**config.mk**
```make
export PLATFORM = sky130hd
export DESIGN_NAME = wb_commit
export DESIGN_NICKNAME = d
export VERILOG_FILES = /design/src/rtl/wb_commit.sv
export SDC_FILE = /design/constraint.sdc
export NUM_CORES = 1
export LEC_CHECK = 0
export ABC_AREA = 1
export ABC_CLOCK_PERIOD_IN_PS = 2600
export CAP_MARGIN = 25
export CORE_ASPECT_RATIO = 0.5
export CORE_MARGIN = 4
export CORE_UTILIZATION = 35
export DETAILED_ROUTE_END_ITERATION = 8
export GPL_ROUTABILITY_DRIVEN = 0
export SYNTH_ARGS = -nofsm -noshare
export SYNTH_HDL_FRONTEND = slang
export SYNTH_SLANG_ARGS = --single-unit
```
**constraint.sdc**
```tcl
create_clock -name clk -period 2.6 [get_ports clk]
set_input_delay 0.65 -clock clk [delete_from_list [all_inputs] [get_ports clk]]
set_output_delay 0.65 -clock clk [all_outputs]
set_load 0.01 [all_outputs]
```
**src/rtl/wb_commit.sv**
```systemverilog
// Write-back/commit stage: latches the MEM->WB bus, writes the register file, owns HI/LO and
// CP0 Status/Cause/EPC, and commits syscall/overflow exceptions and eret with a fetch redirect.
module wb_commit #(
  parameter logic [31:0] EXC_ENTRY = 32'hBFC0_0380
) (
  input  logic         clk,
  input  logic         resetn,
  input  logic         MEM_over,
  input  logic [118:0] MEM_WB_bus,
  output logic         WB_allow_in,
  output logic         WB_over,
  output logic [4:0]   WB_wdest,
  output logic         rf_wen,
  output logic [4:0]   rf_wdest,
  output logic [31:0]  rf_wdata,
  output logic         cancel,
  output logic         exc_valid,
  output logic [31:0]  exc_pc,
  output logic [31:0]  WB_pc,
  output logic [31:0]  cp0_status,
  output logic [31:0]  cp0_cause,
  output logic [31:0]  cp0_epc
);

  localparam logic [7:0] AddrStatus = 8'h60;
  localparam logic [7:0] AddrCause  = 8'h68;
  localparam logic [7:0] AddrEpc    = 8'h70;
  localparam logic [4:0] ExcOv      = 5'd12;
  localparam logic [4:0] ExcSys     = 5'd8;

  logic         wb_valid_q, wb_valid_d;
  logic [118:0] bus_q, bus_d;
  logic [31:0]  hi_q, hi_d;
  logic [31:0]  lo_q, lo_d;
  logic [31:0]  status_q, status_d;
  logic [31:0]  cause_q, cause_d;
  logic [31:0]  epc_q, epc_d;

  // Bus field decode
  logic        bus_rf_wen;
  logic [4:0]  bus_wdest;
  logic [31:0] mem_result;
  logic [31:0] lo_result;
  logic        hi_write;
  logic        lo_write;
  logic        op_mfhi;
  logic        op_mflo;
  logic        op_mtc0;
  logic        op_mfc0;
  logic [7:0]  cp0r_addr;
  logic        op_syscall;
  logic        op_eret;
  logic        op_overflow;
  logic [31:0] bus_pc;

  assign bus_rf_wen  = bus_q[118];
  assign bus_wdest   = bus_q[117:113];
  assign mem_result  = bus_q[112:81];
  assign lo_result   = bus_q[80:49];
  assign hi_write    = bus_q[48];
  assign lo_write    = bus_q[47];
  assign op_mfhi     = bus_q[46];
  assign op_mflo     = bus_q[45];
  assign op_mtc0     = bus_q[44];
  assign op_mfc0     = bus_q[43];
  assign cp0r_addr   = bus_q[42:35];
  assign op_syscall  = bus_q[34];
  assign op_eret     = bus_q[33];
  assign op_overflow = bus_q[32];
  assign bus_pc      = bus_q[31:0];

  logic exc_commit;
  logic eret_commit;
  logic mtc0_commit;

  // Exception outranks eret, which outranks mtc0.
  assign exc_commit  = wb_valid_q & (op_overflow | op_syscall);
  assign eret_commit = wb_valid_q & op_eret & ~(op_overflow | op_syscall);
  assign mtc0_commit = wb_valid_q & op_mtc0 & ~(op_overflow | op_syscall | op_eret);

  assign WB_over     = wb_valid_q;
  assign WB_allow_in = ~wb_valid_q | WB_over;

  assign cancel    = exc_commit | eret_commit;
  assign exc_valid = cancel;

  always_comb begin
    exc_pc = 32'h0;
    if (exc_commit) begin
      exc_pc = EXC_ENTRY;
    end else if (eret_commit) begin
      exc_pc = epc_q;
    end
  end

  logic [31:0] cp0_rdata;

  always_comb begin
    cp0_rdata = 32'h0;
    case (cp0r_addr)
      AddrStatus: cp0_rdata = status_q;
      AddrCause:  cp0_rdata = cause_q;
      AddrEpc:    cp0_rdata = epc_q;
      default:    cp0_rdata = 32'h0;
    endcase
  end

  always_comb begin
    rf_wdata = mem_result;
    if (op_mfhi) begin
      rf_wdata = hi_q;
    end else if (op_mflo) begin
      rf_wdata = lo_q;
    end else if (op_mfc0) begin
      rf_wdata = cp0_rdata;
    end
  end

  assign rf_wen     = wb_valid_q & bus_rf_wen & ~op_overflow & ~op_syscall;
  assign rf_wdest   = bus_wdest;
  assign WB_wdest   = rf_wdest & {5{wb_valid_q}};
  assign WB_pc      = bus_pc;
  assign cp0_status = status_q;
  assign cp0_cause  = cause_q;
  assign cp0_epc    = epc_q;

  always_comb begin
    wb_valid_d = wb_valid_q;
    bus_d      = bus_q;
    hi_d       = hi_q;
    lo_d       = lo_q;
    status_d   = status_q;
    cause_d    = cause_q;
    epc_d      = epc_q;

    // An instruction arriving while WB cancels is dropped.
    if (WB_allow_in) begin
      wb_valid_d = MEM_over & ~cancel;
    end
    if (MEM_over & WB_allow_in) begin
      bus_d = MEM_WB_bus;
    end

    if (wb_valid_q & ~op_overflow) begin
      if (hi_write) hi_d = mem_result;
      if (lo_write) lo_d = lo_result;
    end

    if (exc_commit) begin
      epc_d       = bus_pc;
      status_d[1] = 1'b1;
      cause_d[6:2] = op_overflow ? ExcOv : ExcSys;
    end else if (eret_commit) begin
      status_d[1] = 1'b0;
    end else if (mtc0_commit) begin
      case (cp0r_addr)
        AddrStatus: status_d = {16'h0, mem_result[15:8], 6'h0, mem_result[1:0]};
        AddrCause:  cause_d  = {cause_q[31:10], mem_result[9:8], cause_q[7:0]};
        AddrEpc:    epc_d    = mem_result;
        default:    ;
      endcase
    end
  end

  always_ff @(posedge clk) begin
    if (!resetn) begin
      wb_valid_q <= 1'b0;
      bus_q      <= '0;
      hi_q       <= '0;
      lo_q       <= '0;
      status_q   <= '0;
      cause_q    <= '0;
      epc_q      <= '0;
    end else begin
      wb_valid_q <= wb_valid_d;
      bus_q      <= bus_d;
      hi_q       <= hi_d;
      lo_q       <= lo_d;
      status_q   <= status_d;
      cause_q    <= cause_d;
      epc_q      <= epc_d;
    end
  end

endmodule

```
==> results.cfg <==
[timing]
max_slew_margin_pct = 42.3
rsz0062_at_grt = yes
hold_ws_ns = 0.455
worst_pin_slew_ns = 0.866
setup_violations = 0
period_needed_ns = 2.59
final.setup_skew_ns = 0.0176
finalCritPeriodShare_pct = 99.6
fmax_mhz = 386
hold_violations = 0
maxSlewViolCount = 0

[synthesis]
netlist_instances = 1510
synth-compound-area-share_pct = 21.7
synth_area_um2 = 10600
yosys.area_share.xor_xnor_pct = 0
ys_ff_latch = 230
synth_top_family_by_area = compound AO/OA/AOI/OAI gates
synth_fa_ha_area_share_pct = 0
synth_warnings = 0
muxShareOfSynthArea_pct = 0
yosys.area_share.simple_pct = 19.9
seq_area_frac_synth_pct = 43.3
syn_area_per_cell_um2 = 7.03
synth.distinct_cells = 25

[place]
dp_cells = 2098
port_buffers = 277
dp_hpwl_mm = 29.5

[clocking]
clock_path_buffers = 3
insertion_delay_ns = 0.53
cts.sinks = 230
cts_buffers = 22
clk_pin_slew_ns = 0.07
h-tree-depth = 1
cts_tree = yes
root_buffer = clkbuf_16

[power]
power-per-cell-area_nw_per_um2 = 598
seqPwrFrac_pct = 45.0
switching_share_pct = 28.2
internal_power_uw = 6170
peakVddDrop_uv = 425
pwr-share-clk_pct = 37.6
netSwitchingPower_uw = 2420
cellLeakagePower_uw = 0.00594
combinationalPowerShare_pct = 17.4

[setup_path]
path_class = reg2out
crit_arrival_ns = 1.94
end_kind = output port
cp.required_ns = 1.95
critPathMostFrequentCell = nand2_1
crit_slowest_cell = dfxtp_2
worstPathCellList = inv_2 -> nand2_4 -> nor2_4 -> buf_12 -> nand2_8 -> inv_6 -> nand2_1 -> nand2_1 -> nand2_1 -> nand2_1 -> nand2_1 -> nand2_1 -> buf_2
startpoint_type = flop
cpPeakStageDelay_ns = 0.32
worstPathMaxFanout = 6
ff2ff_path_depth = 9

[global_route]
grt_max_degree = 78
grt_overflow_total = 0
grt_pass1_wl_mm = 60.9
grt_antenna_before_repair = 1
grt_pass1_vias = 9450
grt_usage_pct = 23.4

[detailed_routing]
drt_iter0_markers = 1268
routed_wl_mm = 41.3
wire_per_inst_um = 19.2
dr.pass1.iters = 5
vias = 10600
postRouteAntennaNets = 0
drc = 0
drt-vias-per-instance = 4.96

[final_layout]
drive_gt1_share_pct = 13.6
nNetsFinal = 1865
layout_commonest_cell = nor2_1
final_cell_mix = 260 x nor2_1, 222 x dfxtp_1, 208 x clkdlybuf4s50_1
multi_input_area_um2 = 4810
stdcell_count = 2148
syn_to_final_growth_pct = 35.0
layout.filler_cells = 2974
ff_latch_area_um2 = 4610
fin_util_pct = 48.7

[run]
drv_cap = 0

[floorplan]
dieHeight_um = 131
io_pins = 329
dieArea_um2 = 33400
initial_core_util_pct = 36.1
core_um2 = 29500
rows = 44
die_w_um = 254

[hold_path]
holdPathStages = 2
min_path_type = reg2reg

[status]
outcome = finished, final reports clean
## stage by stage
stage | total power [uW] | setup slack [ns] | setup TNS [ns] | area, um2
3_3_place_gp | 5390 | 0.0526 | 0 | 13500
5_1_grt | 8910 | -0.109 | -1.51 | 14300
4_1_cts | 8580 | -0.0822 | -0.125 | 14200
6_report | 8580 | 0.0110 | 0 | 14300
3_5_place_dp | 5390 | 0.0533 | 0 | 13500
2_1_floorplan | 4680 | 0.598 | 0 | 10800
## worst max-delay path: cells and delay by family, from the launching register on
| family | cells | cell delay (ns) |
|---|---|---|
| buffers and inverters | 4 | 0.43 |
| DFF | 1 | 0.32 |
| and+or+nand+nor | 9 | 0.65 |
## cells in the mapped netlist
master	count	area [um2]
a211oi_1	3	22.5
a21oi_1	156	781
buf_2	25	125
buf_4	93	698
buf_6	7	78.8
clkbuf_1	72	270
conb_1	2	7.51
dfxtp_1	230	4600
inv_1	105	394
inv_2	4	15.0
inv_4	1	6.26
nand2_1	198	743
nand2_4	1	11.3
nand3_1	57	285
nand3b_1	1	7.51
nand4_2	1	12.5
nor2_1	263	987
nor2_4	5	56.3
nor3_1	1	5.00
nor3_2	1	10.0
o211ai_1	20	150
o21ai_0	229	1150
o21ai_1	29	145
o21ai_2	5	43.8
o21ai_4	1	16.3
## per-layer routing
layer / part of all wire, % / vias to the layer above / global-route usage [%]
met5: 0 / - / 0
li1: - / 5216 / -
met1: 47 / 4928 / 35.4
met3: 8.8 / 41 / 5.08
met4: 1.3 / 0 / 3.23
met2: 43 / 459 / 34.9
## state kept, by name, summed over array words and instances, names as in the netlist
signal / flops
bus_q: 119
hi_q: 32
WB_over: 1
cp0_status: 10
cp0_epc: 32
cp0_cause: 4
lo_q: 32
## path summary, 6_finish.rpt
path | from | to | slack, ns
worst max-delay path | bus_q[42] | rf_wdata[0] | 0.01
worst min register to register | hi_q[28] | hi_q[28] | 0.46
worst max register to register | bus_q[34] | cp0_epc[2] | 0.32
worst min-delay path | hi_q[28] | hi_q[28] | 0.46
## logic make-up after synthesis
group	count (synthesis)
AND/OR/NAND/NOR	528
AO/OA/AOI/OAI	443
buffers and inverters	307
flip-flops	230
other	2
## timing repair
action / CTS / global route
gates cloned: 3 / 2
pin swaps: 5 / 20
setup buffers: 7 / 0
hold endpoints to repair: 0 / 0
endpoints found under the setup margin: 67 / 81
gates resized for setup: 287 / 68
hold buffers: 0 / 0
## area by class of cell
type / count / area share [%]
antenna: 1 / 0.0174
clock buffer: 32 / 4.45
clock inverter: 5 / 0.427
inverter: 110 / 3.00
multi-input combinational: 1025 / 33.5
sequential: 230 / 32.2
tap: 391 / 3.41
timing repair buffer: 354 / 23.0
## power groups by stage
stage               sequential, uW  combinational [uW]  clock [uW]
global route                  3880                1620        3410
finish                        3860                1490        3230
global placement              3930                1460           0
CTS                           3850                1450        3280
floorplan                     3890                 789           0
detailed placement            3930                1460           0
Power figures use the tool's default switching activity.
